**config.mk**
```make
export PLATFORM = sky130hd
export DESIGN_NAME = instruction_type_predecoder_flat
export DESIGN_NICKNAME = d
export VERILOG_FILES = /design/src/rtl/riscv_pkg.sv /design/src/rtl/instruction_type_predecoder_if.sv /design/src/rtl/instruction_class_lookup.sv /design/src/rtl/instruction_type_predecoder.sv /design/src/flat_wrapper.sv
export SDC_FILE = /design/constraint.sdc
export NUM_CORES = 1
export LEC_CHECK = 0
export CORE_MARGIN = 1
export CORE_UTILIZATION = 52
export DETAILED_ROUTE_END_ITERATION = 6
export PLACE_DENSITY_LB_ADDON = 0.15
export SYNTH_ARGS = -nofsm -noshare
export SYNTH_HDL_FRONTEND = slang
export SYNTH_HIERARCHICAL = 1
export SYNTH_SLANG_ARGS = --single-unit
```
**constraint.sdc**
```tcl
create_clock -name clk -period 7.7 [get_ports clk]
set_input_delay 0.77 -clock clk [delete_from_list [all_inputs] [get_ports clk]]
set_output_delay 0.77 -clock clk [all_outputs]
set_load 0.05 [all_outputs]
```
**src/rtl/riscv_pkg.sv**
```systemverilog
// Shared RV32I opcode/field constants and the decoded-instruction record
// passed from the class lookup to the predecoder buffers.
package riscv_pkg;

  localparam logic [6:0] OPC_R     = 7'b0110011;
  localparam logic [6:0] OPC_LW    = 7'b0000011;
  localparam logic [6:0] OPC_ADDI  = 7'b0010011;
  localparam logic [6:0] OPC_JALR  = 7'b1100111;
  localparam logic [6:0] OPC_S     = 7'b0100011;
  localparam logic [6:0] OPC_SB    = 7'b1100011;
  localparam logic [6:0] OPC_AUIPC = 7'b0010111;
  localparam logic [6:0] OPC_LUI   = 7'b0110111;
  localparam logic [6:0] OPC_UJ    = 7'b1101111;

  localparam logic [2:0] F3_LW   = 3'b010;
  localparam logic [2:0] F3_SW   = 3'b010;
  localparam logic [2:0] F3_JALR = 3'b000;

  localparam logic [6:0] F7_BASE = 7'b0000000;
  localparam logic [6:0] F7_ALT  = 7'b0100000;

  typedef struct packed {
    logic       r_type;
    logic       i_type_lw;
    logic       i_type_addi;
    logic       i_type_jalr;
    logic       s_type;
    logic       sb_type;
    logic       u_type_auipc;
    logic       u_type_lui;
    logic       uj_type;
    logic       illegal;
    logic [2:0] func_3;
    logic       func_7_bit_6;
  } decoded_instr_t;

endpackage

```
**src/rtl/instruction_type_predecoder_if.sv**
```systemverilog
// Upstream/downstream handshake and decoded-output bundle of the predecoder.
// The slave modport is the predecoder side; master is the driver/consumer side.
interface instruction_type_predecoder_if #(
  parameter int XLEN  = 32,
  parameter int CNT_W = 8
);
  logic             flush;
  logic             in_valid;
  logic             in_ready;
  logic [XLEN-1:0]  in_instruction;
  logic [XLEN-1:0]  in_pc;
  logic             out_valid;
  logic             out_ready;
  logic [XLEN-1:0]  out_pc;
  logic             r_type;
  logic             i_type_lw;
  logic             i_type_addi;
  logic             i_type_jalr;
  logic             s_type;
  logic             sb_type;
  logic             u_type_auipc;
  logic             u_type_lui;
  logic             uj_type;
  logic [2:0]       func_3;
  logic             func_7_bit_6;
  logic             illegal;
  logic [CNT_W-1:0] illegal_count;

  modport master (
    output flush, in_valid, in_instruction, in_pc, out_ready,
    input  in_ready, out_valid, out_pc,
    input  r_type, i_type_lw, i_type_addi, i_type_jalr, s_type, sb_type,
    input  u_type_auipc, u_type_lui, uj_type,
    input  func_3, func_7_bit_6, illegal, illegal_count
  );

  modport slave (
    input  flush, in_valid, in_instruction, in_pc, out_ready,
    output in_ready, out_valid, out_pc,
    output r_type, i_type_lw, i_type_addi, i_type_jalr, s_type, sb_type,
    output u_type_auipc, u_type_lui, uj_type,
    output func_3, func_7_bit_6, illegal, illegal_count
  );
endinterface

```
**src/rtl/instruction_class_lookup.sv**
```systemverilog
// Combinational opcode/funct classifier: raw instruction word -> one-hot
// class plus illegal flag. Unsupported encodings leave every class bit clear.
module instruction_class_lookup
  import riscv_pkg::*;
#(
  parameter int XLEN = 32
) (
  input  logic [XLEN-1:0] instruction,
  output decoded_instr_t  decoded
);

  logic [6:0] opcode;
  logic [2:0] func_3;
  logic [6:0] func_7;
  logic       unused_fields;

  assign opcode        = instruction[6:0];
  assign func_3        = instruction[14:12];
  assign func_7        = instruction[31:25];
  assign unused_fields = ^{instruction[24:15], instruction[11:7]};

  always_comb begin
    decoded              = '0;
    decoded.func_3       = func_3;
    decoded.func_7_bit_6 = instruction[30];
    case (opcode)
      OPC_R:     decoded.r_type       = (func_7 == F7_BASE) || (func_7 == F7_ALT);
      OPC_LW:    decoded.i_type_lw    = (func_3 == F3_LW);
      OPC_ADDI:  decoded.i_type_addi  = 1'b1;
      OPC_JALR:  decoded.i_type_jalr  = (func_3 == F3_JALR);
      OPC_S:     decoded.s_type       = (func_3 == F3_SW);
      OPC_SB:    decoded.sb_type      = 1'b1;
      OPC_AUIPC: decoded.u_type_auipc = 1'b1;
      OPC_LUI:   decoded.u_type_lui   = 1'b1;
      OPC_UJ:    decoded.uj_type      = 1'b1;
      default:   ;
    endcase
    // Illegal is exactly "no class matched", which keeps the output one-hot-or-none.
    decoded.illegal = ~|{decoded.r_type, decoded.i_type_lw, decoded.i_type_addi,
                         decoded.i_type_jalr, decoded.s_type, decoded.sb_type,
                         decoded.u_type_auipc, decoded.u_type_lui, decoded.uj_type};
  end

endmodule

```
**src/rtl/instruction_type_predecoder.sv**
```systemverilog
// Predecode stage: classify at accept, hold results in a main/skid pair so
// in_ready is a flop, and count consumed illegal words with saturation.
module instruction_type_predecoder
  import riscv_pkg::*;
#(
  parameter int XLEN  = 32,
  parameter int CNT_W = 8
) (
  input logic                          clk,
  input logic                          rst,
  instruction_type_predecoder_if.slave bus
);

  localparam logic [CNT_W-1:0] CNT_MAX = {CNT_W{1'b1}};

  decoded_instr_t   in_dec;
  decoded_instr_t   main_dec;
  decoded_instr_t   skid_dec;
  logic [XLEN-1:0]  main_pc;
  logic [XLEN-1:0]  skid_pc;
  logic             main_valid;
  logic             skid_valid;
  logic [CNT_W-1:0] cnt;
  logic             accept;
  logic             consume;
  logic             main_free;

  instruction_class_lookup #(.XLEN(XLEN)) u_lookup (
    .instruction (bus.in_instruction),
    .decoded     (in_dec)
  );

  assign accept    = bus.in_valid & ~skid_valid;
  assign consume   = main_valid & bus.out_ready;
  assign main_free = ~main_valid | consume;

  always_ff @(posedge clk or posedge rst) begin
    if (rst) begin
      main_valid <= 1'b0;
      skid_valid <= 1'b0;
      main_dec   <= '0;
      skid_dec   <= '0;
      main_pc    <= '0;
      skid_pc    <= '0;
      cnt        <= '0;
    end else if (bus.flush) begin
      main_valid <= 1'b0;
      skid_valid <= 1'b0;
    end else begin
      // Skid is only full when in_ready was low, so it never competes with accept.
      if (consume && skid_valid) begin
        main_dec   <= skid_dec;
        main_pc    <= skid_pc;
        skid_valid <= 1'b0;
      end else if (accept && main_free) begin
        main_dec   <= in_dec;
        main_pc    <= bus.in_pc;
        main_valid <= 1'b1;
      end else if (accept) begin
        skid_dec   <= in_dec;
        skid_pc    <= bus.in_pc;
        skid_valid <= 1'b1;
      end else if (consume) begin
        main_valid <= 1'b0;
      end

      if (consume && main_dec.illegal && (cnt != CNT_MAX)) begin
        cnt <= cnt + 1'b1;
      end
    end
  end

  assign bus.in_ready      = ~skid_valid;
  assign bus.out_valid     = main_valid;
  assign bus.out_pc        = main_pc;
  assign bus.r_type        = main_dec.r_type;
  assign bus.i_type_lw     = main_dec.i_type_lw;
  assign bus.i_type_addi   = main_dec.i_type_addi;
  assign bus.i_type_jalr   = main_dec.i_type_jalr;
  assign bus.s_type        = main_dec.s_type;
  assign bus.sb_type       = main_dec.sb_type;
  assign bus.u_type_auipc  = main_dec.u_type_auipc;
  assign bus.u_type_lui    = main_dec.u_type_lui;
  assign bus.uj_type       = main_dec.uj_type;
  assign bus.func_3        = main_dec.func_3;
  assign bus.func_7_bit_6  = main_dec.func_7_bit_6;
  assign bus.illegal       = main_dec.illegal;
  assign bus.illegal_count = cnt;

endmodule
```
**src/flat_wrapper.sv**
```systemverilog
// flat-port wrapper written by rule: the top's interface ports become plain ports
module instruction_type_predecoder_flat import riscv_pkg::*;
#(
  parameter int XLEN  = 32,
  parameter int CNT_W = 8
)
  (clk, rst, bus_flush, bus_in_valid, bus_in_instruction, bus_in_pc, bus_out_ready, bus_in_ready, bus_out_valid, bus_out_pc, bus_r_type, bus_i_type_lw, bus_i_type_addi, bus_i_type_jalr, bus_s_type, bus_sb_type, bus_u_type_auipc, bus_u_type_lui, bus_uj_type, bus_func_3, bus_func_7_bit_6, bus_illegal, bus_illegal_count);
  instruction_type_predecoder_if #(.XLEN(XLEN), .CNT_W(CNT_W)) bus_i ();
  input logic clk;
  input logic rst;
  input wire logic [$bits(bus_i.flush)-1:0] bus_flush;
  input wire logic [$bits(bus_i.in_valid)-1:0] bus_in_valid;
  input wire logic [$bits(bus_i.in_instruction)-1:0] bus_in_instruction;
  input wire logic [$bits(bus_i.in_pc)-1:0] bus_in_pc;
  input wire logic [$bits(bus_i.out_ready)-1:0] bus_out_ready;
  output wire logic [$bits(bus_i.in_ready)-1:0] bus_in_ready;
  output wire logic [$bits(bus_i.out_valid)-1:0] bus_out_valid;
  output wire logic [$bits(bus_i.out_pc)-1:0] bus_out_pc;
  output wire logic [$bits(bus_i.r_type)-1:0] bus_r_type;
  output wire logic [$bits(bus_i.i_type_lw)-1:0] bus_i_type_lw;
  output wire logic [$bits(bus_i.i_type_addi)-1:0] bus_i_type_addi;
  output wire logic [$bits(bus_i.i_type_jalr)-1:0] bus_i_type_jalr;
  output wire logic [$bits(bus_i.s_type)-1:0] bus_s_type;
  output wire logic [$bits(bus_i.sb_type)-1:0] bus_sb_type;
  output wire logic [$bits(bus_i.u_type_auipc)-1:0] bus_u_type_auipc;
  output wire logic [$bits(bus_i.u_type_lui)-1:0] bus_u_type_lui;
  output wire logic [$bits(bus_i.uj_type)-1:0] bus_uj_type;
  output wire logic [$bits(bus_i.func_3)-1:0] bus_func_3;
  output wire logic [$bits(bus_i.func_7_bit_6)-1:0] bus_func_7_bit_6;
  output wire logic [$bits(bus_i.illegal)-1:0] bus_illegal;
  output wire logic [$bits(bus_i.illegal_count)-1:0] bus_illegal_count;
  assign bus_i.flush = bus_flush;
  assign bus_i.in_valid = bus_in_valid;
  assign bus_i.in_instruction = bus_in_instruction;
  assign bus_i.in_pc = bus_in_pc;
  assign bus_i.out_ready = bus_out_ready;
  assign bus_in_ready = bus_i.in_ready;
  assign bus_out_valid = bus_i.out_valid;
  assign bus_out_pc = bus_i.out_pc;
  assign bus_r_type = bus_i.r_type;
  assign bus_i_type_lw = bus_i.i_type_lw;
  assign bus_i_type_addi = bus_i.i_type_addi;
  assign bus_i_type_jalr = bus_i.i_type_jalr;
  assign bus_s_type = bus_i.s_type;
  assign bus_sb_type = bus_i.sb_type;
  assign bus_u_type_auipc = bus_i.u_type_auipc;
  assign bus_u_type_lui = bus_i.u_type_lui;
  assign bus_uj_type = bus_i.uj_type;
  assign bus_func_3 = bus_i.func_3;
  assign bus_func_7_bit_6 = bus_i.func_7_bit_6;
  assign bus_illegal = bus_i.illegal;
  assign bus_illegal_count = bus_i.illegal_count;
  instruction_type_predecoder #(.XLEN(XLEN), .CNT_W(CNT_W)) u_core (.clk(clk), .rst(rst), .bus(bus_i));
endmodule
```
# Word level (Yosys, flattened, before mapping)
# Index checks and enable logic that the tools add are counted.
[word_totals] regBits=102 inputBits=69 out_inout_bits=56 word_cells=92
[classes] addsub=1 n_eq_ne=15 muxes=22 n_bitwise=8 reduce_logical=17
[op_table] operator="two-way mux 32 bit" count=2
[op_table] operator="equality test 7 x 6 -> 1 bit (second input constant)" count=4
[op_table] operator="two-way mux 14 bit" count=2
[op_table] operator="equality test 7 bit (second input constant)" count=3
[op_table] operator="two-way mux 1 bit" count=18
[op_table] operator="equality test 7 x 5 -> 1 bit (second input constant)" count=2
[op_table] operator="OR reduction 9 bit" count=1
[op_table] operator="adder 8 x 1 -> 8 bit (second input constant)" count=1
[op_table] operator="inequality test 8 bit (second input constant)" count=1
[op_table] operator="equality test 7 x 2 -> 1 bit (second input constant)" count=1
[op_table] operator="logical NOT 7 bit" count=1
[op_table] operator="AND reduction 2 bit" count=3
[op_table] operator="nonzero test 3 bit" count=2
[op_table] operator="inverter 1 bit" count=5
[op_table] operator="logical AND 1 bit" count=4
[op_table] operator="AND reduction 4 bit" count=1
[op_table] operator="equality test 3 x 2 -> 1 bit (second input constant)" count=1
[op_table] operator="logical NOT 3 bit" count=1
[op_table] operator="inequality test 3 x 2 -> 1 bit (second input constant)" count=1
[op_table] operator="inequality test 3 bit (second input constant)" count=1
[op_table] operator="AND reduction 3 bit" count=1
[op_table] operator="bitwise AND 1 bit" count=2
[op_table] operator="inequality test 2 bit (second input constant)" count=1
[op_table] operator="nonzero test 2 bit" count=1
[op_table] operator="3 further kinds" count=3

# Depth between registers and ports, before layout
# Gate-level depths: netlist (run 1).
[logic_depth] word_depth=7 depth_mapped=6

# By module
# The synthesis (run 1) kept the hierarchy.
[modules_own_cells] module="instruction_type_predecoder" n_inst=1 cells_per_inst=351 area_each_um2=4367.9 seq_area_each_um2=2552.4
[modules_own_cells] module="instruction_class_lookup" n_inst=1 cells_per_inst=32 area_each_um2=219.0 seq_area_each_um2=0.0

# Least setup slack after synthesis (run 1)
# Ideal clock, no wire load.
[synth_path] kind="input to register" startpoint="in bus_in_instruction[12]" endpoint="reg u_core/skid_dec[4] in the netlist's numbering" arrival_time_ns=1.926 setup_slack_ns=5.649 path_stages=5 path_buffers=0 cell_sequence="or2_4 > or4_4 > o31ai_1 > nor4_1 > mux2_2"
[synth_lines] element="start, declared" line_no="flat_wrapper.sv:13" text="input wire logic [$bits(bus_i.in_instruction)-1:0] bus_in_instruction;"
[synth_lines] element="end signal, assigned" line_no="instruction_type_predecoder.sv:60" text="skid_dec <= in_dec;"
[synth_lines] element="end, declared" line_no="instruction_type_predecoder.sv:18" text="decoded_instr_t skid_dec;"

# Final worst setup path (run 1)
[layout_path] startpoint="in bus_out_ready" endpoint="reg u_core.main_pc[5], in the netlist u_core/bus.out_pc[5]"
[layout_via] elab_chain_len=5 elab_cells_between_ends=7 classes_between="mux (1); bitwise (2); reduce/logical (4)"
[layout_lines] element="start, declared" line_no="flat_wrapper.sv:15" text="input wire logic [$bits(bus_i.out_ready)-1:0] bus_out_ready;"
[layout_lines] element="bitwise AND 1 bit (*)" line_no="instruction_type_predecoder.sv:34" text="assign consume = main_valid & bus.out_ready;"
[layout_lines] element="bitwise OR 1 bit" line_no="instruction_type_predecoder.sv:35" text="assign main_free = ~main_valid | consume;"
[layout_lines] element="logical AND 1 bit" line_no="instruction_type_predecoder.sv:55" text="end else if (accept && main_free) begin"
[layout_lines] element="nonzero test 2 bit (no source line)"
[layout_lines] element="AND reduction 2 bit (no source line)"
[layout_lines] element="end signal, assigned" line_no="instruction_type_predecoder.sv:53" text="main_pc <= skid_pc;"
[layout_lines] element="end signal, assigned" line_no="instruction_type_predecoder.sv:57" text="main_pc <= bus.in_pc;"
[layout_lines] element="end, declared" line_no="instruction_type_predecoder.sv:19" text="logic [XLEN-1:0] main_pc;"
# Every way passes the cells marked *; elsewhere a longest branch is shown, timed or not.
# A chain may end at the register's enable or synchronous reset.

==> results of run 1 <==
## cells in the mapped netlist (2+ instances only)
cell type  count
dfrtp_1      102
nor2_1        55
a21oi_1       49
mux2_2        48
mux2i_1       47
nand2_1       14
buf_2          9
buf_6          8
buf_4          7
inv_1          5
nor3_1         4
nand2b_1       3
nand3_1        2
nand3b_1       2
nand4_1        2
nor4_1         2
o21ai_0        2
xnor2_1        2
## path summary, 6_finish.rpt
path                                                  start                                  to  slack, ns  cells past startpoint
min in group asynchronous                               rst    u_core/bus.out_pc[3]$_DFFE_PP0P_       0.70                      2
setup reg to reg           u_core/bus.out_valid$_DFFE_PP0P_    u_core/bus.out_pc[5]$_DFFE_PP0P_       5.57                      5
hold / removal               u_core/skid_pc[30]$_DFFE_PP0P_      u_core/skid_pc[30]$_DFFE_PP0P_       0.51                      1
hold reg to reg              u_core/skid_pc[30]$_DFFE_PP0P_      u_core/skid_pc[30]$_DFFE_PP0P_       0.51                      1
max in group asynchronous                               rst  u_core/bus.i_type_addi$_DFFE_PP0P_       5.72                      3
setup / recovery                              bus_out_ready    u_core/bus.out_pc[5]$_DFFE_PP0P_       5.14                      6
## cell families after synthesis
kind of cell | count (synthesis)
AOI/OAI and AO/OA | 56
xor gates and xnor gates | 3
adders and majority gates | 1
buffers and inverters | 29
DFF | 102
muxes | 96
and+or+nand+nor | 96
## registers in the layout, indices dropped and copies added (netlist names), 3 cells and up
name	cells
u_core/bus.func_3	3
u_core/bus.illegal_count	8
u_core/bus.out_pc	32
u_core/skid_dec	14
u_core/skid_pc	32
## per-layer routing
layer	vias to the layer above	track usage	routed length (µm)
li1	1530	-	-
met1	1562	0.229	3700
met2	82	0.342	4290
met3	14	0.0592	523
met4	0	0.0734	143
met5	-	0	0
## placed cells by master, fill, tap and decap left out, types with 2 or more instances in the layout
cell type / count
mux2_2: 48
nand3b_1: 2
xnor2_1: 2
inv_6: 3
a21oi_1: 49
nor4_1: 2
clkbuf_8: 10
nand2b_1: 3
inv_1: 4
buf_4: 3
nand4_1: 2
o21ai_0: 2
clkdlybuf4s50_1: 109
mux2i_1: 47
nand2_1: 14
nor3_1: 4
nor2_1: 55
dfrtp_1: 102
## power groups by stage
stage / clock (mW) / combinational [mW] / sequential (mW)
6_report: 0.318 / 0.531 / 0.714
5_1_grt: 0.351 / 0.563 / 0.730
4_1_cts: 0.332 / 0.536 / 0.715
3_5_place_dp: 0 / 0.535 / 0.725
3_3_place_gp: 0 / 0.525 / 0.719
2_1_floorplan: 0 / 0.146 / 0.925
## layout make-up
class	count	share of cell area
Tap cell	105	0.0224
Multi-Input combinational cell	252	0.317
Timing Repair Buffer	112	0.190
Clock inverter	6	0.00854
Inverter	5	0.00363
Clock buffer	10	0.0235
Sequential cell	102	0.435
## worst max-delay path, stage by stage
cell	delay, ns
clkdlybuf4s50_1	0.67
nand2_1	0.15
a211oi_4	0.20
buf_4	0.69
nor2_1	0.12
a21oi_1	0.17
==> results.md, run 1 <==
* Ys async rst share at 1.00
* Fillcell total at 652
* Kind of critical path: in -> reg
* Rows at 33
* Final period util at 0.333
* Number of global-route vias before repair at 3064
* Yosys reg bits at just over 100
* Internal power at about 990 µW
* Initial Util at 0.547
* Hold slack at 0.514 ns
* IO Pins at roughly 130
* Switching Fraction at 0.369
* CTS root buffer: clkbuf_8
* Adder-Cell Fraction of Synth Area at 0.00273
* Synth warn at 6
* Worst slew pin tran at 0.994 ns
* Number of hold buffers added after cts at 0
* DRC at 0
* Storage cell area at around 2600 µm²
* Top cells by area, synth: dfrtp_1 (56%), mux2_2 (12%), mux2i_1 (10%), a21oi_1 (5.3%), nor2_1 (4.5%)
* Layout cells sized above 1 at 0.154
* Max clock buf depth at 2
* Placed Cells at 576
* VDD IR max at between 100 and 150 µV
* XOR/XNOR share of the synthesized area at 0.00573
* Synth top area share at 0.556
* All-layer global routing usage at 0.197
* Power share of the clock group at 0.204
* Mean post-synth cell area at 12.0 µm²
* Worst Path Max Fanout at 92
* Simple-Gate Fraction of Synth Area at 0.102
* PwrDens at 267 nW/µm²
* DRT Wirelength at 8660 µm
* Mux contribution to synthesized area at 0.223
* Max-slew violations at 0
* Die W at 95.9 µm
* Compound-gate portion of the synthesized area at 0.0655
* Fin nets at 552
* CP arrival at 2.84 ns
* Main combinational cell family by area after synthesis: multiplexers
* Placer congestion estimate at 0.842
* CP endpoint kind: register
* Fin util at 0.700
* Synth Net Count at 453
* Multi-input gate area at ~1900 µm²
* Clock sink total at 102
* Avg WL per Cell at 14.6 µm
* Post-CTS setup buffer count at 0
* Worst setup SP type: input pin
* Status: finished clean
* First drt pass iteration count at 4
* Worst slack, placed at 4.78 ns
* Gate power share at 0.340
* Psw at 577 µW
* Finished Layout Cells at 592
* Worst Path Required at 7.98 ns
* Port Buffer Count at 109
* Post-synth top area cell: dfrtp_1
* Most used DFF post-synth: dfrtp_1
* First-pass GRT wire length at 13800 µm
* Initial DRC count at 129
* Die area at 9200 µm²
* Crit path time final at 2.56 ns
* Largest net degree at the start of global routing at just over 90
* Ant diodes at 0
* Initial antenna violation count at 0
* Seq/Total Area, Yosys at 0.556
* Max H-tree Level at 3
* Final Hold Viols at 0
* DP HPWL at 5740 µm
* Clock tree from TritonCTS: yes
* Register share of total power at 0.457
* CTS clock-pin slew for the worst setup and hold paths at 0.10 ns
* Min setup slack post-route at 5.14 ns
* Cells after Synth at 383
* Post-Layout Inst Area at 5860 µm²
* Post-synth EDFFs at 0
* FMAX at 0.390 GHz
* Drt via density at 5.39
* RSZ-0062 raised after global routing: no
* Tot Pwr at 1.56 mW
* Core ar. at 8380 µm²
* Area post-placement at 5680 µm²
* DR vias at 3188
* Setup TNS at 0 ns
* GRT overflow at 0
* Antenna-violating nets left at 0
* Final setup fails at 0
* Area Overhead vs Synth at 27.8%
* CTS Buf Count at 9
* Hold WC Path Type: reg -> reg
* Worst skew pair latency at roughly 0.36 ns
* Maxcap violations at 0
* Max-slew headroom at 0.337
* Die Ht at 95.9 µm
* Post-Syn Area at 4590 µm²
* Leakage power at 2.72 nW
* Cts repair resizes at 0
* Clk_skew at between 0.015 and 0.02 ns
* Yosys cell types at 38
Power figures use the tool's default switching activity.
==> inputs of run 2 (changes only) <==
CORE_UTILIZATION = 44   (was 52)
clock period = 2.32 ns   (was 7.7 ns; I/O delays follow)
==> results.md, run 2 (synthesis results as in run 1) <==
* Status: finished clean (unchanged)
* Power share of the clock group at 0.195 (was 0.204)
* Number of global-route vias before repair at 3172 (was 3064)
* Core ar. at 9950 µm² (was 8380 µm²)
* CTS Buf Count at 9 (unchanged)
* Critical-path cell list: clkdlybuf4s50_1 (was clkdlybuf4s50_1, nand2_1, a211oi_4, buf_4, nor2_1, a21oi_1)
* Worst skew pair latency at 0.36 ns (about the same)
* FMAX at ~0.5 GHz
* Post-CTS setup buffer count at 0 (unchanged)
* Largest net degree at the start of global routing at 103 (was 93)
* CTS root buffer: clkbuf_8 (unchanged)
* Hold slack at 0.373 ns (was 0.514 ns)
* Largest stage delay, worst path at 0.87 ns (was 0.69 ns)
* Reg2reg start: u_core/skid_valid$_DFFE_PP0P_ (was u_core/bus.out_valid$_DFFE_PP0P_)
* Cts repair resizes at 0 (unchanged)
* First-pass GRT wire length at 15600 µm (was 13800 µm)
* WP buf/inv at 1 (was 2)
* Fin nets at 556 (was 552)
* Clk_skew at 0.00908 ns (was 0.0165 ns)
* Final period util at 0.857
* Worst slew pin tran at 0.542 ns (was 0.994 ns)
* Ant diodes at 0 (unchanged)
* Avg WL per Cell at 14.8 µm (was 14.6 µm)
* CP endpoint kind: output pin (was register)
* Hold WC Path Type: in -> async (was reg -> reg)
* Switching Fraction at 0.365 (was 0.369)
* Antenna-violating nets left at 0 (unchanged)
* Tot Pwr at 5.15 mW (was 1.56 mW)
* Crit path max-delay cell type: clkdlybuf4s50_1 (was buf_4)
* DP HPWL at 5990 µm (was 5740 µm)
* DRT Wirelength at 9210 µm (was 8660 µm)
* First drt pass iteration count at 4 (unchanged)
* Initial Util at 0.461 (was 0.547)
* RSZ-0062 raised after global routing: no (unchanged)
* Crit. path cell count at 1 (was 6)
* Kind of critical path: reg -> out (was in -> reg)
* PwrDens at 861 nW/µm² (was 267 nW/µm²)
* GRT overflow at 0 (unchanged)
* All-layer global routing usage at 0.180 (was 0.197)
* Final setup fails at 0 (unchanged)
* CP arrival at 1.76 ns (was 2.84 ns)
* R2R cell count at 5 (unchanged)
* Clock sink total at 102 (unchanged)
* Worst Path Required at 2.09 ns (was 7.98 ns)
* Worst Path Max Fanout at 9 (was 92)
* Max-slew violations at 0 (unchanged)
* R2R setup slack at 0.54 ns (was 5.57 ns)
* Top cell family by delay on the critical path: buffers and inverters (unchanged)
* CP endpoint: bus_out_valid (was u_core/bus.out_pc[5]$_DFFE_PP0P_)
* Area Overhead vs Synth at 30.5% (was 27.8%)
* DR vias at 3179 (was 3188)
* Drt via density at 5.09 (was 5.39)
* Initial antenna violation count at 0 (unchanged)
* Psw at 1.88 mW (was 577 µW)
* Launch point of the worst path: u_core/bus.out_valid$_DFFE_PP0P_ (was bus_out_ready)
* FF-to-FF End: u_core/skid_pc[23]$_DFFE_PP0P_ (was u_core/bus.out_pc[5]$_DFFE_PP0P_)
* Most frequent cells in the layout: clkdlybuf4s50_1 (109), dfrtp_1 (102), nor2_1 (55) (unchanged)
* IO Pins at 125 (unchanged)
* Die area at 10800 µm² (was 9200 µm²)
* CTS clock-pin slew for the worst setup and hold paths at 0.09 ns (was 0.10 ns)
* Number of hold buffers added after cts at 0 (unchanged)
* Worst slack, placed at 0.256 ns (was 4.78 ns)
* VDD IR max at 419 µV (was 143 µV)
* Internal power at 3.27 mW (was 986 µW)
* Port Buffer Count at 109 (unchanged)
* Setup TNS at 0 ns (unchanged)
* Clock tree from TritonCTS: yes (unchanged)
* Die Ht at 104 µm (was 95.9 µm)
* Initial DRC count at 92 (was 129)
* Worst setup SP type: register (was input pin)
* Max-slew headroom at 0.637 (was 0.337)
* Commonest non-fill, non-tap cell in the layout: clkdlybuf4s50_1 (unchanged)
* Min setup slack post-route at 0.331 ns (was 5.14 ns)
* Max clock buf depth at 2 (unchanged)
* Die W at 104 µm (was 95.9 µm)
* Gate power share at 0.345 (was 0.340)
* DRC at 0 (unchanged)
* Maxcap violations at 0 (unchanged)
* Crit path time final at 1.99 ns
* Fin util at 0.601 (was 0.700)
* Max H-tree Level at 3 (unchanged)
* Register share of total power at 0.459 (was 0.457)
* Layout cells sized above 1 at 0.155 (was 0.154)
* Final Hold Viols at 0 (unchanged)
* Placer congestion estimate at 0.825 (was 0.842)
* Leakage power at 2.74 nW (was 2.72 nW)
* Rows at 36 (was 33)
[run 2: layer usage]
layer | vias up | track usage | part of all wire | wire, µm
li1 | 1537 | - | - | -
met1 | 1556 | 0.237 | 0.46 | 4220
met4 | 0 | 0.0796 | 0.015 | 137
met2 | 74 | 0.284 | 0.48 | 4420
met5 | - | 0 | 0 | 0
met3 | 12 | 0.0401 | 0.047 | 435
[run 2: worst min-delay path by stage]
stage | from | endpoint | slack (ns) | cells after the start
floorplan | bus_flush | u_core/bus.out_valid$_DFFE_PP0P_ | 0.30 | 1
global placement | u_core/skid_pc[3]$_DFFE_PP0P_ | u_core/skid_pc[3]$_DFFE_PP0P_ | 0.49 | 1
detailed placement | u_core/skid_pc[26]$_DFFE_PP0P_ | u_core/skid_pc[26]$_DFFE_PP0P_ | 0.49 | 1
CTS | rst | u_core/bus.func_3[2]$_DFFE_PP0P_ | 0.39 | 3
global route | rst | u_core/bus.func_3[2]$_DFFE_PP0P_ | 0.42 | 3
finish | rst | u_core/bus.func_3[2]$_DFFE_PP0P_ | 0.37 | 3
[run 2: area by class of cell]
type | count | area (µm²)
inverters | 5 | 22.5
well taps | 133 | 166
repair buffers | 116 | 1220
clock inverters | 3 | 20.0
clock buffers | 13 | 149
fillers | 828 | 3970
multi-input cells | 252 | 1860
flip-flops and latches | 102 | 2550
[run 2: through the flow]
step,instance area [µm²],instances
2_1_floorplan,4590,383
3_3_place_gp,5820,608
3_5_place_dp,5820,608
4_1_cts,5990,624
5_1_grt,5990,624
6_report,5990,624
[run 2: power groups by stage]
stage	clock network, mW	registers, mW	logic (mW)
2_1_floorplan	0	3.07	0.485
3_3_place_gp	0	2.39	1.76
3_5_place_dp	0	2.41	1.79
4_1_cts	1.06	2.37	1.80
5_1_grt	1.12	2.42	1.88
6_report	1.01	2.37	1.78
==> inputs of run 3 (changes only) <==
CTS_CLUSTER_DIAMETER = 150   (was default)
MAX_ROUTING_LAYER = met4   (was default)
==> results.md, run 3 (synthesis results as in run 1) <==
* Status: finished clean (unchanged)
* DRC at 0 (unchanged)
* Rows at 36 (unchanged)
* Initial DRC count at 114 (was 92)
* GRT overflow at 0 (unchanged)
* Cts repair resizes at 0 (unchanged)
* Max-slew headroom at 0.622 (was 0.637)
* Core ar. at 9950 µm² (unchanged)
* Crit path time final at 1.99 ns (about the same)
* Fin nets at 556 (unchanged)
* Worst slew pin tran at 0.567 ns (was 0.542 ns)
* Number of hold buffers added after cts at 0 (unchanged)
* Port Buffer Count at 109 (unchanged)
* Maxcap violations at 0 (unchanged)
* Clock tree from TritonCTS: yes (unchanged)
* Largest stage delay, worst path at 0.87 ns (about the same)
* RSZ-0062 raised after global routing: no (unchanged)
* Final period util at 0.858 (was 0.857)
* Critical-path cell list: clkdlybuf4s50_1 (unchanged)
* DP HPWL at 5990 µm (unchanged)
* Reg2reg start: u_core/skid_valid$_DFFE_PP0P_ (unchanged)
* Placed Cells at 608 (unchanged)
* Final Hold Viols at 0 (unchanged)
* Most frequent cells in the layout: clkdlybuf4s50_1 (109), dfrtp_1 (102), nor2_1 (55) (unchanged)
* Clock sink total at 102 (unchanged)
* Post-CTS setup buffer count at 0 (unchanged)
* Fin util at 0.601 (unchanged)
* Finished Layout Cells at 624 (unchanged)
* Final setup fails at 0 (unchanged)
* Hold WC Path Type: in -> async (unchanged)
* R2R setup slack at 0.54 ns (about the same)
* Commonest non-fill, non-tap cell in the layout: clkdlybuf4s50_1 (unchanged)
* Initial antenna violation count at 0 (unchanged)
* Top cell family by delay on the critical path: buffers and inverters (unchanged)
* CTS Buf Count at 9 (unchanged)
* Area Overhead vs Synth at 30.5% (unchanged)
* IO Pins at 125 (unchanged)
* Worst skew pair latency at 0.36 ns (about the same)
* Worst setup SP type: register (unchanged)
* Largest net degree at the start of global routing at 103 (unchanged)
* All-layer global routing usage at 0.185 (was 0.180)
* Leakage power at 2.74 nW (unchanged)
* Die W at 104 µm (unchanged)
* Max-slew violations at 0 (unchanged)
* Kind of critical path: reg -> out (unchanged)
* Ant diodes at 0 (unchanged)
* Layout cells sized above 1 at 0.155 (unchanged)
* Antenna-violating nets left at 0 (unchanged)
* Crit path max-delay cell type: clkdlybuf4s50_1 (unchanged)
* DR vias at 3175 (was 3179)
* PwrDens at 863 nW/µm² (was 861 nW/µm²)
* VDD IR max at 419 µV (about the same)
* First drt pass iteration count at 4 (unchanged)
* Die Ht at 104 µm (unchanged)
* Drt via density at 5.09 (about the same)
* CP endpoint kind: output pin (unchanged)
* Number of global-route vias before repair at 3171 (was 3172)
* Fillcell total at 828 (unchanged)
* First-pass GRT wire length at 15600 µm (about the same)
* Avg WL per Cell at 14.8 µm (about the same)
* Worst Path Max Fanout at 9 (unchanged)
* CP arrival at 1.76 ns (about the same)
* DRT Wirelength at 9250 µm (was 9210 µm)
* Die area at 10800 µm² (unchanged)
* Placer congestion estimate at 0.837 (was 0.825)
* Clk_skew at 0.00822 ns (was 0.00908 ns)
* Initial Util at 0.461 (unchanged)
* Max clock buf depth at 2 (unchanged)
* Setup TNS at 0 ns (unchanged)
* Launch point of the worst path: u_core/bus.out_valid$_DFFE_PP0P_ (unchanged)
* WP buf/inv at 1 (unchanged)
* CTS root buffer: clkbuf_8 (unchanged)
* Max H-tree Level at 3 (unchanged)
* FMAX at 0.502 GHz (was 0.503 GHz)
* CTS clock-pin slew for the worst setup and hold paths at 0.09 ns (about the same)
* Worst Path Required at 2.09 ns (about the same)
[run 3: cell counts in the layout (fill, tap and decap cells not counted)]
Identical to the previous run, type by type.
[run 3: stage by stage]
stage / hold slack [ns] / power (mW) / worst slack, ns / instance area [µm²]
global route: 0.416 / 5.43 / 0.257 / 5990
detailed placement: 0.494 / 4.20 / 0.256 / 5820
global placement: 0.488 / 4.15 / 0.264 / 5820
CTS: 0.387 / 5.23 / 0.297 / 5990
floorplan: 0.295 / 3.55 / 0.407 / 4590
finish: 0.338 / 5.16 / 0.328 / 5990
[run 3: worst register-to-register path, stage by stage, from the launching register on]
cell,delay (ns)
dfrtp_1,0.46
inv_1,0.11
nand2_1,0.10
nor4b_4,0.27
buf_12,0.30
mux2_2,0.42
[run 3: report_power, final]
| part | internal (mW) | total (mW) | switching (mW) |
|---|---|---|---|
| combinational | 0.698 | 1.78 | 1.08 |
| sequential | 2.15 | 2.37 | 0.216 |
| clock | 0.420 | 1.02 | 0.595 |
| total | 3.27 | 5.16 | 1.89 |
[run 3: final timing paths]
| check | endpoint | cells past startpoint |
|---|---|---|
| setup / recovery | bus_out_valid | 1 |
| hold reg to reg | u_core/skid_pc[26]$_DFFE_PP0P_ | 1 |
| max in group asynchronous | u_core/bus.uj_type$_DFFE_PP0P_ | 3 |
| hold / removal | u_core/bus.func_3[2]$_DFFE_PP0P_ | 3 |
| min in group clk | u_core/skid_pc[14]$_DFFE_PP0P_ | 2 |
| setup reg to reg | u_core/skid_pc[23]$_DFFE_PP0P_ | 5 |
[run 3: layer usage]
metal	up-vias	track usage	routed length (µm)
met5	-	-	0
met2	88	0.283	4410
met1	1541	0.242	4290
met4	0	0.0796	134
li1	1535	-	-
met3	11	0.0351	413
[run 3: layout make-up]
| cell class | count | area [µm²] | area share |
|---|---|---|---|
| well taps | 133 | 166 | 0.0278 |
| flip-flops and latches | 102 | 2550 | 0.426 |
| clock inverters | 3 | 20.0 | 0.00334 |
| clock buffers | 13 | 149 | 0.0249 |
| repair buffers | 116 | 1220 | 0.204 |
| inverters | 5 | 22.5 | 0.00376 |
| multi-input cells | 252 | 1860 | 0.310 |
